<file path="src/rtl/cla_seq_pkg.sv">
// Shared types and sizing helpers for the sequential carry-lookahead adder controller.
// Build option: CLA_SEQ_SUB_EN adds a subtract request port to the controller.
package cla_seq_pkg;

    typedef enum logic [1:0] {
        IDLE = 2'd0,
        RUN  = 2'd1,
        DONE = 2'd2
    } state_t;

    localparam int NIBBLE_W = 4;

    // Bits needed to index the nibbles; never narrower than one bit.
    function automatic int idx_width(input int nibbles);
        int w;
        w = 1;
        for (int i = 1; i < 32; i++) begin
            if ((1 << w) < nibbles) begin
                w = w + 1;
            end
        end
        return w;
    endfunction

endpackage

</file>
<file path="src/rtl/cla_seq_adder_ctrl_cla4.sv">
// 4-bit carry-lookahead adder slice; purely combinational, all carries from generate/propagate.
module CLA_4bit (
    input  logic [3:0] a,
    input  logic [3:0] b,
    input  logic       cin,
    output logic [3:0] sum,
    output logic       cout
);

    logic [3:0] g;
    logic [3:0] p;
    logic [4:0] c;

    assign g = a & b;
    assign p = a ^ b;

    assign c[0] = cin;
    assign c[1] = g[0] | (p[0] & c[0]);
    assign c[2] = g[1] | (p[1] & g[0]) | (p[1] & p[0] & c[0]);
    assign c[3] = g[2] | (p[2] & g[1]) | (p[2] & p[1] & g[0])
                | (p[2] & p[1] & p[0] & c[0]);
    assign c[4] = g[3] | (p[3] & g[2]) | (p[3] & p[2] & g[1])
                | (p[3] & p[2] & p[1] & g[0]) | (p[3] & p[2] & p[1] & p[0] & c[0]);

    assign sum  = p ^ c[3:0];
    assign cout = c[4];

endmodule

</file>
<file path="src/rtl/cla_seq_adder_ctrl.sv">
// Wide adder that reuses one CLA_4bit slice, one nibble per cycle LSB first; latency WIDTH/4 cycles.
// Valid/ready on both sides; DONE holds the result until out_ready. CLA_SEQ_SUB_EN adds the sub port.
module cla_seq_adder_ctrl
    import cla_seq_pkg::*;
#(
    parameter int WIDTH = 16
) (
    input  logic             clk,
    input  logic             rst,
    input  logic             in_valid,
    output logic             in_ready,
    input  logic [WIDTH-1:0] a,
    input  logic [WIDTH-1:0] b,
    input  logic             cin,
`ifdef CLA_SEQ_SUB_EN
    input  logic             sub,
`endif
    output logic             out_valid,
    input  logic             out_ready,
    output logic [WIDTH-1:0] sum,
    output logic             cout,
    output logic             ovf
);

    localparam int NIBBLES = WIDTH / NIBBLE_W;
    localparam int IDX_W   = idx_width(NIBBLES);
    localparam logic [IDX_W-1:0] LAST_IDX = IDX_W'(NIBBLES - 1);

    state_t             state_q, state_d;
    logic [IDX_W-1:0]   idx_q, idx_d;
    logic               carry_q, carry_d;
    logic [WIDTH-1:0]   a_q, a_d;
    logic [WIDTH-1:0]   b_q, b_d;
    logic [WIDTH-1:0]   sum_q, sum_d;
    logic               cout_q, cout_d;
    logic               ovf_q, ovf_d;

    logic [WIDTH-1:0]   b_eff;
    logic               carry_init;
    logic [NIBBLE_W-1:0] slice_a;
    logic [NIBBLE_W-1:0] slice_b;
    logic [NIBBLE_W-1:0] slice_s;
    logic               slice_co;

    // Subtraction is two's complement: invert B and force the initial carry.
`ifdef CLA_SEQ_SUB_EN
    assign b_eff      = sub ? ~b : b;
    assign carry_init = sub ? 1'b1 : cin;
`else
    assign b_eff      = b;
    assign carry_init = cin;
`endif

    always_comb begin
        slice_a = '0;
        slice_b = '0;
        for (int k = 0; k < NIBBLES; k++) begin
            if (idx_q == IDX_W'(k)) begin
                slice_a = a_q[k*NIBBLE_W +: NIBBLE_W];
                slice_b = b_q[k*NIBBLE_W +: NIBBLE_W];
            end
        end
    end

    CLA_4bit u_slice (
        .a    (slice_a),
        .b    (slice_b),
        .cin  (carry_q),
        .sum  (slice_s),
        .cout (slice_co)
    );

    always_comb begin
        state_d = state_q;
        idx_d   = idx_q;
        carry_d = carry_q;
        a_d     = a_q;
        b_d     = b_q;
        sum_d   = sum_q;
        cout_d  = cout_q;
        ovf_d   = ovf_q;

        case (state_q)
            IDLE: begin
                if (in_valid) begin
                    a_d     = a;
                    b_d     = b_eff;
                    carry_d = carry_init;
                    idx_d   = '0;
                    state_d = RUN;
                end
            end
            RUN: begin
                for (int k = 0; k < NIBBLES; k++) begin
                    if (idx_q == IDX_W'(k)) begin
                        sum_d[k*NIBBLE_W +: NIBBLE_W] = slice_s;
                    end
                end
                carry_d = slice_co;
                if (idx_q == LAST_IDX) begin
                    // The top nibble is being written now, so its MSB comes from the slice.
                    cout_d  = slice_co;
                    ovf_d   = (a_q[WIDTH-1] ~^ b_q[WIDTH-1]) & (slice_s[NIBBLE_W-1] ^ a_q[WIDTH-1]);
                    state_d = DONE;
                end else begin
                    idx_d = idx_q + IDX_W'(1);
                end
            end
            DONE: begin
                if (out_ready) begin
                    state_d = IDLE;
                end
            end
            default: begin
                state_d = IDLE;
            end
        endcase
    end

    always_ff @(posedge clk or posedge rst) begin
        if (rst) begin
            state_q <= IDLE;
            idx_q   <= '0;
            carry_q <= 1'b0;
            a_q     <= '0;
            b_q     <= '0;
            sum_q   <= '0;
            cout_q  <= 1'b0;
            ovf_q   <= 1'b0;
        end else begin
            state_q <= state_d;
            idx_q   <= idx_d;
            carry_q <= carry_d;
            a_q     <= a_d;
            b_q     <= b_d;
            sum_q   <= sum_d;
            cout_q  <= cout_d;
            ovf_q   <= ovf_d;
        end
    end

    assign in_ready  = (state_q == IDLE);
    assign out_valid = (state_q == DONE);
    assign sum       = sum_q;
    assign cout      = cout_q;
    assign ovf       = ovf_q;

endmodule

</file>
<file path="config.mk">
export PLATFORM = sky130hd
export DESIGN_NAME = cla_seq_adder_ctrl
export DESIGN_NICKNAME = d
export VERILOG_FILES = /design/src/rtl/cla_seq_pkg.sv /design/src/rtl/cla_seq_adder_ctrl_cla4.sv /design/src/rtl/cla_seq_adder_ctrl.sv
export SDC_FILE = /design/constraint.sdc
export NUM_CORES = 1
export LEC_CHECK = 0
export BUFFER_PORTS_ARGS = -buffer_cell sky130_fd_sc_hd__buf_4
export CAP_MARGIN = 20
export CORE_ASPECT_RATIO = 0.6
export CORE_UTILIZATION = 58
export DETAILED_ROUTE_END_ITERATION = 10
export MAX_ROUTING_LAYER = met4
export PLACE_DENSITY = 0.86
export REMOVE_ABC_BUFFERS = 1
export SYNTH_ARGS = -nofsm -noshare
export SYNTH_HDL_FRONTEND = slang
export SYNTH_HIERARCHICAL = 1
export SYNTH_SLANG_ARGS = --single-unit
</file>
<file path="constraint.sdc">
create_clock -name clk -period 7.6 [get_ports clk]
set_input_delay 0.76 -clock clk [delete_from_list [all_inputs] [get_ports clk]]
set_output_delay 0.76 -clock clk [all_outputs]
set_load 0.02 [all_outputs]
</file>
# ---- After elaboration in Yosys (flattened, before gate mapping)
# Index checks and enable logic that the tools add are counted.
dict set report word_totals {
  mem_count 0
  in_bits 37
  wordCells 81
  latch_bits 0
  mem_bits_rw 0
  output_inout_bits 20
  rom_bits 0
  register_bits 55
}
dict set report op_classes {
  shifts 0
  n_addsub 1
  n_div 0
  n_reduce_logical 11
  bitwise 32
  mux 17
  eq_ne 9
  n_mul 0
  order_cmp 0
}
# operator count
set ops {}
lappend ops {{4-bit two-way mux} 8}
lappend ops {{1-bit AND} 17}
lappend ops {{2-bit AND reduction} 6}
lappend ops {{2-bit two-way mux} 5}
lappend ops {{1-bit bitwise OR} 10}
lappend ops {{4-bit XOR} 2}
lappend ops {{2-bit == test (second input constant)} 3}
lappend ops {{2-bit != test (second input constant)} 3}
lappend ops {{2-bit one-hot mux with 3 select lines} 1}
lappend ops {{3-bit AND reduction} 2}
lappend ops {{4-bit AND} 1}
lappend ops {{2-bit by 1-bit == test with 1-bit output (second input constant)} 2}
lappend ops {{2-bit zero test} 2}
lappend ops {{2-bit one-hot mux with 2 select lines} 1}
lappend ops {{2-bit by 1-bit adder with 2-bit output (second input constant)} 1}
lappend ops {{2-bit by 1-bit != test with 1-bit output (second input constant)} 1}
lappend ops {{1-bit one-hot mux with 2 select lines} 1}
lappend ops {{2-bit nonzero test} 1}
lappend ops {{1-bit two-way mux} 1}
lappend ops {{1-bit XNOR} 1}
lappend ops {{1-bit XOR} 1}

# ---- Logic depth before layout (Yosys ltp)
dict set report logic_depth {
  word_depth 13
  mapped_depth 13
}

# ---- Hierarchy
# The synthesis kept the hierarchy.
# mod seq_area_each_um2 cells_per_inst instances area_each_um2
set modules_own_cells {}
lappend modules_own_cells {cla_seq_adder_ctrl 1376.3 183 1 2590.0}
lappend modules_own_cells {CLA_4bit 0.0 17 1 147.6}

# ---- Least setup slack after synthesis
# OpenSTA, ideal clock, no wires.
dict set report synth_timing {
  path_type {register to register}
  startpoint {register idx_q[0]}
  endpoint {register ovf_q (netlist: ovf)}
  period_less_slack_ns 2.773
  setup_ns 0.084
  path_stages_with_launch 14
  t_required_ns 7.516
  path_buffers 1
  arrival_ns 2.688
  setup_slack_ns 4.827
  cell_sequence {dfrtp_1 inv_1 ha_1 nor2b_1 clkbuf_1 a221oi_1 o31ai_1 ha_1 a21o_1 a31o_1 xor2_1 nor3b_1 a21oi_1 o21ai_0}
}
# item line_no
set synth_lines {}
lappend synth_lines {{start, declared} cla_seq_adder_ctrl.sv:30} ;# logic [IDX_W-1:0] idx_q, idx_d;
lappend synth_lines {{start signal, assigned} cla_seq_adder_ctrl.sv:132} ;# idx_q <= idx_d;
lappend synth_lines {{2-bit zero test} cla_seq_adder_ctrl.sv:58} ;# if (idx_q == IDX_W'(k)) begin
lappend synth_lines {{4-bit two-way mux (3 in series)} cla_seq_adder_ctrl.sv:58}
lappend synth_lines {{4-bit two-way mux *} cla_seq_adder_ctrl.sv:58}
lappend synth_lines {{named net slice_b[0]} cla_seq_adder_ctrl.sv:41} ;# logic [NIBBLE_W-1:0] slice_b;
lappend synth_lines {{4-bit AND / 4-bit XOR (equally long branches)} {cla_seq_adder_ctrl_cla4.sv:14, cla_seq_adder_ctrl_cla4.sv:15}}
lappend synth_lines {{1-bit AND (on tied branches)} {cla_seq_adder_ctrl_cla4.sv:20, cla_seq_adder_ctrl_cla4.sv:21}}
lappend synth_lines {{1-bit bitwise OR / 1-bit AND (equally long branches)} {cla_seq_adder_ctrl_cla4.sv:20, cla_seq_adder_ctrl_cla4.sv:21}}
lappend synth_lines {{1-bit bitwise OR *} cla_seq_adder_ctrl_cla4.sv:21} ;# | (p[2] & p[1] & p[0] & c[0]);
lappend synth_lines {{4-bit XOR *} cla_seq_adder_ctrl_cla4.sv:25} ;# assign sum = p ^ c[3:0];
lappend synth_lines {{named net slice_s[3]} cla_seq_adder_ctrl.sv:42} ;# logic [NIBBLE_W-1:0] slice_s;
lappend synth_lines {{1-bit XOR *} cla_seq_adder_ctrl.sv:103} ;# ovf_d = (a_q[WIDTH-1] ~^ b_q[WIDTH-1]) & (slice_s[NIBBLE_W-1] ^ a_q[WIDTH-1]);
lappend synth_lines {{1-bit AND *} cla_seq_adder_ctrl.sv:103}
lappend synth_lines {{end signal, assigned} cla_seq_adder_ctrl.sv:138} ;# ovf_q <= ovf_d;
lappend synth_lines {{end, declared} cla_seq_adder_ctrl.sv:36} ;# logic ovf_q, ovf_d;
# The timed path passes the listed nets; every way through them passes the cells marked *.
# A chain may end at the register's enable or synchronous reset.

# ---- Final worst setup path
dict set report layout_timing {
  startpoint {register idx_q[1]}
  endpoint {register ovf_q (netlist: ovf)}
}
# Same word-level chain as after synthesis.

==> summary.txt <==
CTS Root Cell - clkbuf_8
Die span in y - 55.2 µm
P&R area growth vs syn - 18.3%
Die W - 90.7 µm
Slew margin rel. - 30.5%
Clock Path Buffers - 2
PostCTS Resize Cnt - 0
Min cycle time layout - 3.48 ns
Fin. Hold Viols - 0
Vias in the first global route - 1739
Drt initial violations - 57
Setup skew after layout - 0.00241 ns
GRT Total Usage - 23.0%
Final core occ - 75.3%
Seq cells post-synth - 55
Antenna violations before repair - 0
Num ports - 57
Post-Syn Instances - 200
CP Capture Type - flip-flop
CP required - 7.81 ns
Layout Nets - 300
Core Region - 4300 µm²
Final period util - 45.8%
Most common cell on crit path - ha_1
Crit path buffers/inverters - 1
Final setup violation count - 0
Initial DRT Pass Iterations - 4
Slew @ Worst Pin - 1.04 ns
Global placer's final weighted congestion - 0.790
Worst-path cell chain - inv_1 -> ha_1 -> nor2b_1 -> a221oi_1 -> o31ai_1 -> ha_1 -> a21o_1 -> a31o_1 -> xor2_1 -> nor3b_1 -> a21oi_1 -> o21ai_0
YS warnings - 6
Via Count - 1719
RSZ-0062 raised after global routing - no
Largest stage delay, worst path - 0.45 ns
Family with the most delay on the worst path - compound AO/OA/AOI/OAI gates
CTS Buf Count - 5
Post-route ant nets - 0
Share of cells above drive strength 1 - 45.9%
Core Rows - 18
DP Wirelength - 3780 µm
Worst-path clk slew - 0.09 ns
Grt total ovfl - 0
Slew Limit Fails - 0
# hold bufs at CTS - 0
Synth unique cells - 32
Worst min path class - primary input to async pin
Die area - 5010 µm²
Peak VDD IR - 0.267 mV
Power Density - 504 nW/µm²
Setup TNS - 0 ns
Slowest-stage cell, CP - nor2b_1
Avg Cell Area, Syn - 13.7 µm²
Register area share after synthesis - 50.3%
Post-Syn Area - 2740 µm²
Outcome - complete, no violations
H-tree depth - 2
Number of antenna repair diodes - 0
Crit path kind - flip-flop to flip-flop
Drt wl/cell - 16.3 µm
Worst Setup Start Kind - flip-flop
Final std cells w/o fill - 315
First-pass GRT wire length - 8710 µm
MaxCap Viol Count - 0
Via/cell ratio - 5.46
Worst Path Arrival - 3.69 ns
Port Buf Inserts - 56
Skew-Pair Late Insertion Delay - 0.29 ns
CTS tree - done
Detailed-route DRC error count - 0
Leak pwr - 1.56 nW
Post-placement cell count - 307
Largest net degree at the start of global routing - 33
CP Max Fanout - 11
# clock sinks - 55
Fmax - 288 MHz
Post-CTS Repair Setup Buffers - 0
Total wire length - 5120 µm
Initial Utilization - 63.6%
==> sequential cells by signal, summed over array words and instances, names as in the netlist <==
| register | cells |
|---|---|
| cout | 1 |
| ovf | 1 |
| a_q | 16 |
| state_q | 2 |
| idx_q | 2 |
| b_q | 16 |
| carry_q | 1 |
| sum | 16 |
==> worst reg2reg max path: stages, from the launching register on <==
cell	delay [ns]
dfrtp_1	0.44
inv_1	0.09
ha_1	0.31
nor2b_1	0.45
a221oi_1	0.17
o31ai_1	0.40
ha_1	0.30
a21o_1	0.19
a31o_1	0.24
xor2_1	0.33
nor3b_1	0.25
a21oi_1	0.07
o21ai_0	0.15
==> metal layers <==
| metal | GRT usage [%] | up-vias | wire length (µm) |
|---|---|---|---|
| li1 | - | 813 | - |
| met1 | 36.1 | 853 | 2700 |
| met2 | 30.8 | 51 | 2140 |
| met3 | 5.37 | 2 | 256 |
| met4 | 3.46 | 0 | 14 |
| met5 | - | - | 0 |
==> cell usage in the layout (no fill, tap or decap), types with 3 or more instances in the layout <==
master / instances
nor2b_1: 11
a221oi_1: 7
a22o_1: 4
o21ai_0: 4
a21o_1: 3
nand2_1: 13
ha_1: 8
mux2_4: 30
o31ai_1: 7
inv_1: 8
a21oi_1: 4
buf_4: 56
dfrtp_1: 55
mux2_2: 20
clkbuf_8: 5
==> Yosys cell counts <==
| library cell | count | area (µm²) |
|---|---|---|
| a21o_1 | 3 | 22.5 |
| a21oi_1 | 4 | 20.0 |
| a221oi_1 | 7 | 61.3 |
| a22o_1 | 4 | 35.0 |
| a22oi_1 | 1 | 7.51 |
| a31o_1 | 1 | 8.76 |
| and2_1 | 1 | 6.26 |
| and2b_1 | 1 | 7.51 |
| buf_1 | 1 | 3.75 |
| buf_12 | 3 | 60.1 |
| buf_4 | 1 | 7.51 |
| buf_6 | 1 | 11.3 |
| clkbuf_1 | 4 | 15.0 |
| dfrtp_1 | 55 | 1380 |
| fa_1 | 1 | 20.0 |
| ha_1 | 8 | 100 |
| inv_1 | 9 | 33.8 |
| mux2_2 | 20 | 225 |
| mux2_4 | 30 | 450 |
| nand2_1 | 13 | 48.8 |
| nand2b_1 | 1 | 6.26 |
| nand3b_1 | 1 | 7.51 |
| nor2_1 | 1 | 3.75 |
| nor2_2 | 1 | 6.26 |
| nor2b_1 | 11 | 68.8 |
| nor3b_1 | 1 | 7.51 |
| o21ai_0 | 4 | 20.0 |
| o21ba_2 | 1 | 10.0 |
| o21bai_1 | 1 | 7.51 |
| o31ai_1 | 7 | 52.6 |
| xnor2_1 | 2 | 17.5 |
| xor2_1 | 1 | 8.76 |
==> logic make-up after synthesis <==
group,synth area share [%]
flip-flops,50.3
multiplexers,24.7
AO/OA/AOI/OAI,8.96
AND/OR/NAND/NOR,5.94
buffers and inverters,4.80
adder cells (fa/ha/maj),4.39
XOR/XNOR,0.960
==> where the power goes <==
part | switching, mW | internal (mW)
registers | 0.106 | 0.445
logic | 0.445 | 0.488
clock network | 0.0848 | 0.0648
==> area by class of cell <==
cell class / count / area, µm²
clock buffer: 7 / 76.3
fill: 292 / 1060
clock inverter: 1 / 5.00
sequential: 55 / 1380
multi-input combinational: 126 / 1230
inverter: 9 / 33.8
tap: 60 / 75.1
timing repair buffer: 57 / 440
==> path summary, 6_finish.rpt <==
check                                           from             endpoint  slack (ns)  depth (start not counted)
worst max-delay path            idx_q[1]$_DFFE_PP0P_      ovf$_DFFE_PP0P_        4.12                         12
worst min-delay path                             rst  a_q[15]$_DFFE_PP0P_        0.50                          2
worst max register to register  idx_q[1]$_DFFE_PP0P_      ovf$_DFFE_PP0P_        4.12                         12
worst min register to register   sum[10]$_DFFE_PP0P_  sum[10]$_DFFE_PP0P_        0.51                          1
max in group asynchronous                        rst  a_q[13]$_DFFE_PP0P_        6.57                          3
min in group clk                 sum[10]$_DFFE_PP0P_  sum[10]$_DFFE_PP0P_        0.51                          1
==> per-stage QoR <==
stage          setup WS [ns]  hold slack, ns  area (µm²)  power (mW)
2_1_floorplan           4.75           0.472        2640        1.23
3_3_place_gp            4.50           0.488        3140        1.45
3_5_place_dp            4.24           0.495        3160        1.48
4_1_cts                 4.17           0.511        3240        1.64
5_1_grt                 3.90           0.528        3240        1.76
6_report                4.12           0.500        3240        1.63
(Power assumes the default switching activity.)
